$ cat src/rtl/usi_master_arbiter.sv
// Two-master round-robin arbiter for the USI master port (master 0 = MCB, master 1 = SPI).
// Optional grant watchdog enabled by defining USI_ARB_TIMEOUT_EN.
module usi_master_arbiter #(
  parameter int unsigned pBusAdrsBit      = 16,
  parameter int unsigned pBusSlaveConnect = 9,
  parameter int unsigned pTimeout         = 1024
) (
  input  logic                        iUsiClk,
  input  logic                        iUsiRst,
  input  logic                        iM0Req,
  input  logic                        iM1Req,
  output logic                        oM0Gnt,
  output logic                        oM1Gnt,
  input  logic [31:0]                 iM0Wd,
  input  logic [31:0]                 iM1Wd,
  input  logic [pBusAdrsBit-1:0]      iM0Adrs,
  input  logic [pBusAdrsBit-1:0]      iM1Adrs,
  input  logic                        iM0WEd,
  input  logic                        iM1WEd,
  output logic [31:0]                 oMUsiWd,
  output logic [pBusAdrsBit-1:0]      oMUsiAdrs,
  output logic                        oMUsiWEd,
  input  logic [pBusSlaveConnect-1:0] iMUsiVd,
  output logic [pBusSlaveConnect-1:0] oM0Vd,
  output logic [pBusSlaveConnect-1:0] oM1Vd,
  output logic                        oTimeout
);

  if (pTimeout < 2 || pTimeout > 65535) begin : g_bad_timeout
    $error("usi_master_arbiter: pTimeout out of range 2..65535");
  end

  typedef enum logic [1:0] {IDLE, BUSY, RELEASE} state_e;

  state_e                  state_q, state_d;
  logic                    gnt0_q, gnt0_d;
  logic                    gnt1_q, gnt1_d;
  logic                    last_q, last_d;
  logic [31:0]             wd_q, wd_d;
  logic [pBusAdrsBit-1:0]  adrs_q, adrs_d;
  logic                    wed_q, wed_d;
  logic                    own_req;
  logic                    elig0, elig1;

`ifdef USI_ARB_TIMEOUT_EN
  localparam logic [15:0] TO_LAST = 16'(pTimeout - 1);

  logic [15:0] cnt_q, cnt_d;
  logic        mask0_q, mask0_d;
  logic        mask1_q, mask1_d;
  logic        timeout_q, timeout_d;

  assign elig0    = iM0Req & ~mask0_q;
  assign elig1    = iM1Req & ~mask1_q;
  assign oTimeout = timeout_q;
`else
  assign elig0    = iM0Req;
  assign elig1    = iM1Req;
  assign oTimeout = 1'b0;
`endif

  assign own_req = (gnt0_q & iM0Req) | (gnt1_q & iM1Req);

  always_comb begin
    state_d = state_q;
    gnt0_d  = gnt0_q;
    gnt1_d  = gnt1_q;
    last_d  = last_q;
`ifdef USI_ARB_TIMEOUT_EN
    cnt_d     = cnt_q;
    // A mask survives only while the masked master keeps its request high.
    mask0_d   = mask0_q & iM0Req;
    mask1_d   = mask1_q & iM1Req;
    timeout_d = 1'b0;
`endif
    case (state_q)
      IDLE: begin
        if (elig0 && (!elig1 || last_q)) begin
          state_d = BUSY;
          gnt0_d  = 1'b1;
          last_d  = 1'b0;
`ifdef USI_ARB_TIMEOUT_EN
          cnt_d   = '0;
`endif
        end else if (elig1) begin
          state_d = BUSY;
          gnt1_d  = 1'b1;
          last_d  = 1'b1;
`ifdef USI_ARB_TIMEOUT_EN
          cnt_d   = '0;
`endif
        end
      end
      BUSY: begin
        if (!own_req) begin
          state_d = RELEASE;
          gnt0_d  = 1'b0;
          gnt1_d  = 1'b0;
        end
`ifdef USI_ARB_TIMEOUT_EN
        else if (cnt_q == TO_LAST) begin
          state_d   = RELEASE;
          gnt0_d    = 1'b0;
          gnt1_d    = 1'b0;
          timeout_d = 1'b1;
          if (gnt0_q) mask0_d = 1'b1;
          if (gnt1_q) mask1_d = 1'b1;
        end else begin
          cnt_d = cnt_q + 16'd1;
        end
`endif
      end
      RELEASE: state_d = IDLE;
      default: begin
        state_d = IDLE;
        gnt0_d  = 1'b0;
        gnt1_d  = 1'b0;
      end
    endcase

    // Bus registers follow the next-cycle grant so the bus is zero exactly when no grant is held.
    if (gnt0_d) begin
      wd_d   = iM0Wd;
      adrs_d = iM0Adrs;
      wed_d  = iM0WEd;
    end else if (gnt1_d) begin
      wd_d   = iM1Wd;
      adrs_d = iM1Adrs;
      wed_d  = iM1WEd;
    end else begin
      wd_d   = '0;
      adrs_d = '0;
      wed_d  = 1'b0;
    end
  end

  always_ff @(posedge iUsiClk) begin
    if (iUsiRst) begin
      state_q   <= IDLE;
      gnt0_q    <= 1'b0;
      gnt1_q    <= 1'b0;
      last_q    <= 1'b1;
      wd_q      <= '0;
      adrs_q    <= '0;
      wed_q     <= 1'b0;
`ifdef USI_ARB_TIMEOUT_EN
      cnt_q     <= '0;
      mask0_q   <= 1'b0;
      mask1_q   <= 1'b0;
      timeout_q <= 1'b0;
`endif
    end else begin
      state_q   <= state_d;
      gnt0_q    <= gnt0_d;
      gnt1_q    <= gnt1_d;
      last_q    <= last_d;
      wd_q      <= wd_d;
      adrs_q    <= adrs_d;
      wed_q     <= wed_d;
`ifdef USI_ARB_TIMEOUT_EN
      cnt_q     <= cnt_d;
      mask0_q   <= mask0_d;
      mask1_q   <= mask1_d;
      timeout_q <= timeout_d;
`endif
    end
  end

  assign oM0Gnt    = gnt0_q;
  assign oM1Gnt    = gnt1_q;
  assign oMUsiWd   = wd_q;
  assign oMUsiAdrs = adrs_q;
  assign oMUsiWEd  = wed_q;
  assign oM0Vd     = gnt0_q ? iMUsiVd : '0;
  assign oM1Vd     = gnt1_q ? iMUsiVd : '0;

endmodule

$ cat config.mk
export PLATFORM = sky130hd
export DESIGN_NAME = usi_master_arbiter
export DESIGN_NICKNAME = d
export VERILOG_FILES = /design/src/rtl/usi_master_arbiter.sv
export SDC_FILE = /design/constraint.sdc
export NUM_CORES = 1
export LEC_CHECK = 0
export CORE_ASPECT_RATIO = 0.5
export CORE_UTILIZATION = 35
export DETAILED_ROUTE_END_ITERATION = 10
export GPL_TIMING_DRIVEN = 0
export PLACE_DENSITY_LB_ADDON = 0.2
export SYNTH_ARGS = -nofsm -noshare
export SYNTH_HDL_FRONTEND = slang
export SYNTH_SLANG_ARGS = --single-unit
$ cat constraint.sdc
create_clock -name iUsiClk -period 2.55 [get_ports iUsiClk]
set_clock_uncertainty 0.05 [all_clocks]
set_input_delay 0.255 -clock iUsiClk [delete_from_list [all_inputs] [get_ports iUsiClk]]
set_output_delay 0.255 -clock iUsiClk [all_outputs]
set_load 0.05 [all_outputs]
==> results.yml, run 1 <==
min_path:
  holdCritStartpoint: "iM0Wd[22]"
  hold_path_depth: 3
  hold_path_end: "oMUsiWd[22]"
  hold_class: "input port to flop"
die:
  die_h_um: 57.55
  num_rows: 19
  initial_core_util_pct: 37.85
  pin_count: 181
  die_w_um: 113.1
  die-area_mm2: 0.006507
  core_mm2: 0.005705
grt:
  grt_pass1_vias: 2467
  grt_use_met3_pct: 7.333
  antenna_found_initial: 0
  top_usage_layer: "met2"
  use_met1_pct: 23.18
  grt_max_degree: 18
  track_usage_pct: 22.12
  met2_usage_pct: 40.58
  grt-ovfl-total: 0
  grt_pass1_wl_mm: 11.13
sta:
  hold_viol: 0
  fin_crit_ns: 2.233
  max_freq_mhz: 447.9
  drv_slew: 0
  tightest_slew_ns: 0.5325
  finalSetupViolCount: 0
  period_share_pct: 87.55
  tns_ns: 0
  rsz0062_at_grt: "no"
  slew_headroom_pct: 64.39
placed_design:
  hpwl_mm: 5.760
  port_buffers: 179
  place_inst: 515
  gp_congestion: 0.6964
yosys:
  yosysMostFrequentCell: "dfxtp_1"
  synth_cells: 263
  yosysUniqueCellTypes: 23
  synth_edf_count: 0
  synth_area_per_cell_um2: 8.211
  synth_top_area_share_pct: 50.06
  synthTopCellsByCount: "54 x dfxtp_1, 51 x nand2_1, 49 x a21oi_1, 49 x nand3_1, 18 x and2_1"
  synth_area_leaders: "dfxtp_1 50%, a21oi_1 11%, nand3_1 11%, nand2_1 8.9%, and2_1 5.2%"
  syn-cell-area_mm2: 0.002160
  ys_seq_area_share_pct: 50.06
  synthArstFlopShare_pct: 0
  synth_fp_nets: 374
  yosysTopAreaCell: "dfxtp_1"
  ys.flop_type: "dfxtp_1"
  ys_warn_count: 0
  ys_ff_latch: 54
drt:
  drcViolationCount: 0
  drt_iter0_drc: 112
  vias: 2535
  wl_per_cell_um: 14.14
  vias_per_cell: 4.847
  firstDrtPassIters: 4
  ant_nets: 0
  totalWireLength_mm: 7.396
layout:
  area_growth_pct: 93.97
  final_cells: 523
  layout.nets: 560
  antennaDiodeCount: 0
  drive_above_1_share_pct: 5.111
worst_setup_path:
  rrSetupSlack_ns: 0.72
  arrival_ns: 1.93
  rr_worst_depth: 5
  crit_fanout: 10
  reg2reg_to: "oMUsiWd[3]"
  crit-reg2reg-launch: "state_q[1]"
  cp-end-kind: "output port"
  critPathKind: "flop to output port"
  cp.required_ns: 2.25
  crit_path_start_kind: "flop"
pwr:
  p_sw_share_pct: 36.46
  p_leak_nw: 1.561
  power.share.sequential_pct: 34.9
  internal_power_w: 0.001744
  pwr-share-comb_pct: 40.8
  switching_power_w: 0.001000
  max-vdd-ir-drop_mv: 0.3722
  pwr-share-clk_pct: 24.3
  pwr_density_cell_mw_per_mm2: 655.1
clock_network:
  cts_tree: "yes"
  cts.clk_slew.worst_paths_ns: 0.07
  postCtsHoldBufs: 0
  postCtsSetupRepairBufs: 0
  root_buffer: "clkbuf_16"
  post_cts_resized: 0
  clock_path_buffers: 2
  insertion_delay_ns: 0.29
  htreeDepth: 2
  numCtsBuffers: 5
  clock_sinks: 54
run:
  drv_cap: 0
outcome:
  outcome: "completed"
## cells by family after synthesis
kind of cell / Yosys count / share of synthesized area (%)
other cells: 1 / 0.1736
flops: 54 / 50.06
mux: 1 / 0.4635
buf+inv: 25 / 7.185
compound gates: 55 / 14.02
simple gates: 127 / 28.10
## worst max-delay path, cell delays in order, from the launching register on
cell             delay, ns
dfxtp_1               0.37
clkbuf_1              0.28
and2_1                0.18
clkdlybuf4s50_1       0.81
## placed cells by master, fill, tap and decap left out, types with 2 or more instances in the layout
| cell | count |
|---|---|
| clkbuf_1 | 13 |
| a21oi_1 | 49 |
| nor2b_1 | 2 |
| nand3_1 | 49 |
| nand2_1 | 51 |
| buf_6 | 7 |
| dfxtp_1 | 54 |
| nand2b_1 | 2 |
| buf_2 | 4 |
| nor3_1 | 2 |
| clkbuf_16 | 5 |
| clkdlybuf4s50_1 | 179 |
| and2_1 | 18 |
## power by group through the flow
stage,logic (W),clock network (W),registers (W)
floorplan,0.000387,0,0.00126
finish,0.00112,0.000668,0.000958
global route,0.00118,0.000721,0.000966
global placement,0.00109,0,0.000973
detailed placement,0.00112,0,0.000977
CTS,0.00112,0.000678,0.000958
## area by class of cell
class	instances	area (µm²)
clock inverters	3	21.27
multi-input cells	184	923.4
well taps	73	91.34
flip-flops and latches	54	1081
plain buffers	25	155.1
clock buffers	5	125.1
fillers	430	1516
repair buffers	179	1792
## flip-flops by register name, indices dropped and copies added (netlist names)
| name | count |
|---|---|
| oM0Gnt | 1 |
| oM1Gnt | 1 |
| oMUsiWd | 32 |
| state_q | 2 |
| oMUsiWEd | 1 |
| last_q | 1 |
| oMUsiAdrs | 16 |
## worst max path at each step
stage	startpoint	endpoint	slack (ns)	cells past startpoint
floorplan	oM0Gnt	oM0Vd[0]	0.91	2
finish	oM0Gnt	oM0Vd[5]	0.32	3
CTS	oM1Gnt	oM1Vd[8]	0.29	3
global placement	iM1Req	oMUsiWd[3]	0.48	7
global route	oM0Gnt	oM0Vd[5]	0.20	3
detailed placement	iM1Req	oMUsiWd[3]	0.35	6
## layer usage
layer / share of wire [%] / vias up
met5: 0 / -
met2: 51 / 111
met1: 39 / 1148
met4: 2.6 / 0
li1: - / 1256
met3: 7.4 / 20
## metrics by stage
stage | setup slack (ns) | instance area, µm² | total power, W | util (%) | hold slack (ns)
6_report | 0.3174 | 4189 | 0.002744 | 73.42 | 0.4631
5_1_grt | 0.1983 | 4189 | 0.002865 | 73.42 | 0.4607
4_1_cts | 0.2949 | 4189 | 0.002758 | 73.42 | 0.4559
3_5_place_dp | 0.3520 | 4043 | 0.002093 | 70.86 | 0.4407
3_3_place_gp | 0.4763 | 4043 | 0.002066 | 70.86 | 0.4220
2_1_floorplan | 0.9052 | 2160 | 0.001644 | - | 0.2811
Power figures use the tool's default switching activity.
==> run 2: changes to the inputs <==
- PLACE_DENSITY: default -> 0.9
- PLACE_DENSITY_LB_ADDON: 0.2 -> default
- REMOVE_ABC_BUFFERS: default -> 1
==> run 2 against run 1 <==
  * Global-route usage up 0.71 points
  * Fmax down 2.7%
  * Register-to-register slack worse by 0.33 ns
  * Sequential share of layout area is 0.53 points higher
  * Final cell count decreased by 4.4%
  * Setup slack got worse by 0.061 ns
  * Die area unchanged
==> results.yml, run 2 (same netlist as run 1, synthesis figures left out) <==
worst_setup_path:
  critPathKind: "input port to flop"
  cp.required_ns: 2.71
  arrival_ns: 2.45
  crit_fanout: 49
  crit_path_start_kind: "input port"
  cp-end-kind: "flop"
clock_network:
  numCtsBuffers: 5
  post_cts_resized: 0
  clock_path_buffers: 2
  postCtsHoldBufs: 0
  insertion_delay_ns: 0.29
  clock_sinks: 54
  cts.clk_slew.worst_paths_ns: 0.07
  root_buffer: "clkbuf_16"
  postCtsSetupRepairBufs: 0
  htreeDepth: 2
  cts_tree: "yes"
die:
  die-area_mm2: 0.006507
  num_rows: 19
  die_w_um: 113.1
  die_h_um: 57.55
  initial_core_util_pct: 37.85
  pin_count: 181
  core_mm2: 0.005705
drt:
  firstDrtPassIters: 4
  wl_per_cell_um: 14.47
  drt_iter0_drc: 104
  ant_nets: 0
  totalWireLength_mm: 7.237
  vias: 2368
  vias_per_cell: 4.736
  drcViolationCount: 0
outcome:
  outcome: "completed"
layout:
  stdcell_area_mm2: 0.004105
  fin_util_pct: 71.95
  largest_reg_flops: 32
  antennaDiodeCount: 0
  final_common_cell: "clkdlybuf4s50_1"
  layout.nets: 537
  mostFrequentLayoutCells: "179 x clkdlybuf4s50_1, 54 x dfxtp_1, 51 x nand2_1"
  drive_above_1_share_pct: 3.279
  area_growth_pct: 90.09
grt:
  grt_max_degree: 51
  grt_pass1_vias: 2351
  antenna_found_initial: 0
  grt_pass1_wl_mm: 11.56
  track_usage_pct: 22.83
  grt-ovfl-total: 0
sta:
  finalSetupViolCount: 0
  rsz0062_at_grt: "no"
  fin_crit_ns: 2.294
  period_share_pct: 89.95
  tightest_slew_ns: 1.110
  drv_slew: 0
  slew_headroom_pct: 25.83
  max_freq_mhz: 436.0
  hold_viol: 0
pwr:
  p_leak_nw: 1.509
  pwr_density_cell_mw_per_mm2: 677.1
  max-vdd-ir-drop_mv: 0.3126
placed_design:
  placed_cell_area_mm2: 0.003939
  hpwl_mm: 5.279
  gp_congestion: 0.7595
  port_buffers: 179
min_path:
  hold_class: "flop to flop"
run:
  drv_cap: 0
## run 2: changes by cell type in the layout (fill, tap and decap cells not counted), sizes merged
cell    delta
clkinv     -2
buf       -10
bufinv     +1
clkbuf    -12
## run 2: worst paths after layout
path / from / end / slack, ns / cells past startpoint
setup / recovery: iM0Req / oMUsiWd[23] / 0.26 / 5
hold / removal: state_q[0] / state_q[1] / 0.44 / 2
setup reg to reg: state_q[1] / oMUsiWd[23] / 0.39 / 4
hold reg to reg: state_q[0] / state_q[1] / 0.44 / 2
## run 2: report_power, final
group / leakage [nW] / internal, W / switching, W
Clock: 0.0771 / 0.000464 / 0.000296
Sequential: 0.442 / 0.000928 / 0.0000341
Combinational: 0.989 / 0.000414 / 0.000644
## run 2: metrics by stage
stage | power, W | hold slack (ns) | TNS [ns] | cells | setup WS (ns)
2_1_floorplan | 0.001573 | 0.2811 | 0 | 238 | 0.3684
3_3_place_gp | 0.002015 | 0.4278 | -14.32 | 490 | -0.3522
3_5_place_dp | 0.002044 | 0.4294 | -0.8774 | 492 | -0.05805
4_1_cts | 0.002809 | 0.4432 | 0 | 500 | 0.1780
5_1_grt | 0.002907 | 0.4560 | 0 | 500 | 0.06387
6_report | 0.002780 | 0.4424 | 0 | 500 | 0.2564
## run 2: layout make-up
class / count / area [µm²]
Timing Repair Buffer: 181 / 1839
Fill cell: 444 / 1600
Sequential cell: 54 / 1081
Multi-Input combinational cell: 184 / 927.1
Clock buffer: 6 / 128.9
Tap cell: 73 / 91.34
Clock inverter: 2 / 37.54
## run 2: layer usage
metal  share of wire [%]  global-route usage (%)  vias to the layer above
met2                  55                   42.59                       52
met1                  39                   25.76                     1095
met3                 3.4                   5.845                       16
met4                 2.3                   7.895                        0
li1                    -                       -                     1205
met5                   0                       0                        -
## run 2: worst max-delay path, stage by stage
cell,delay [ns]
clkdlybuf4s50_1,0.52
or3b_4,0.43
o21bai_4,0.88
nand2_1,0.16
a21oi_1,0.20
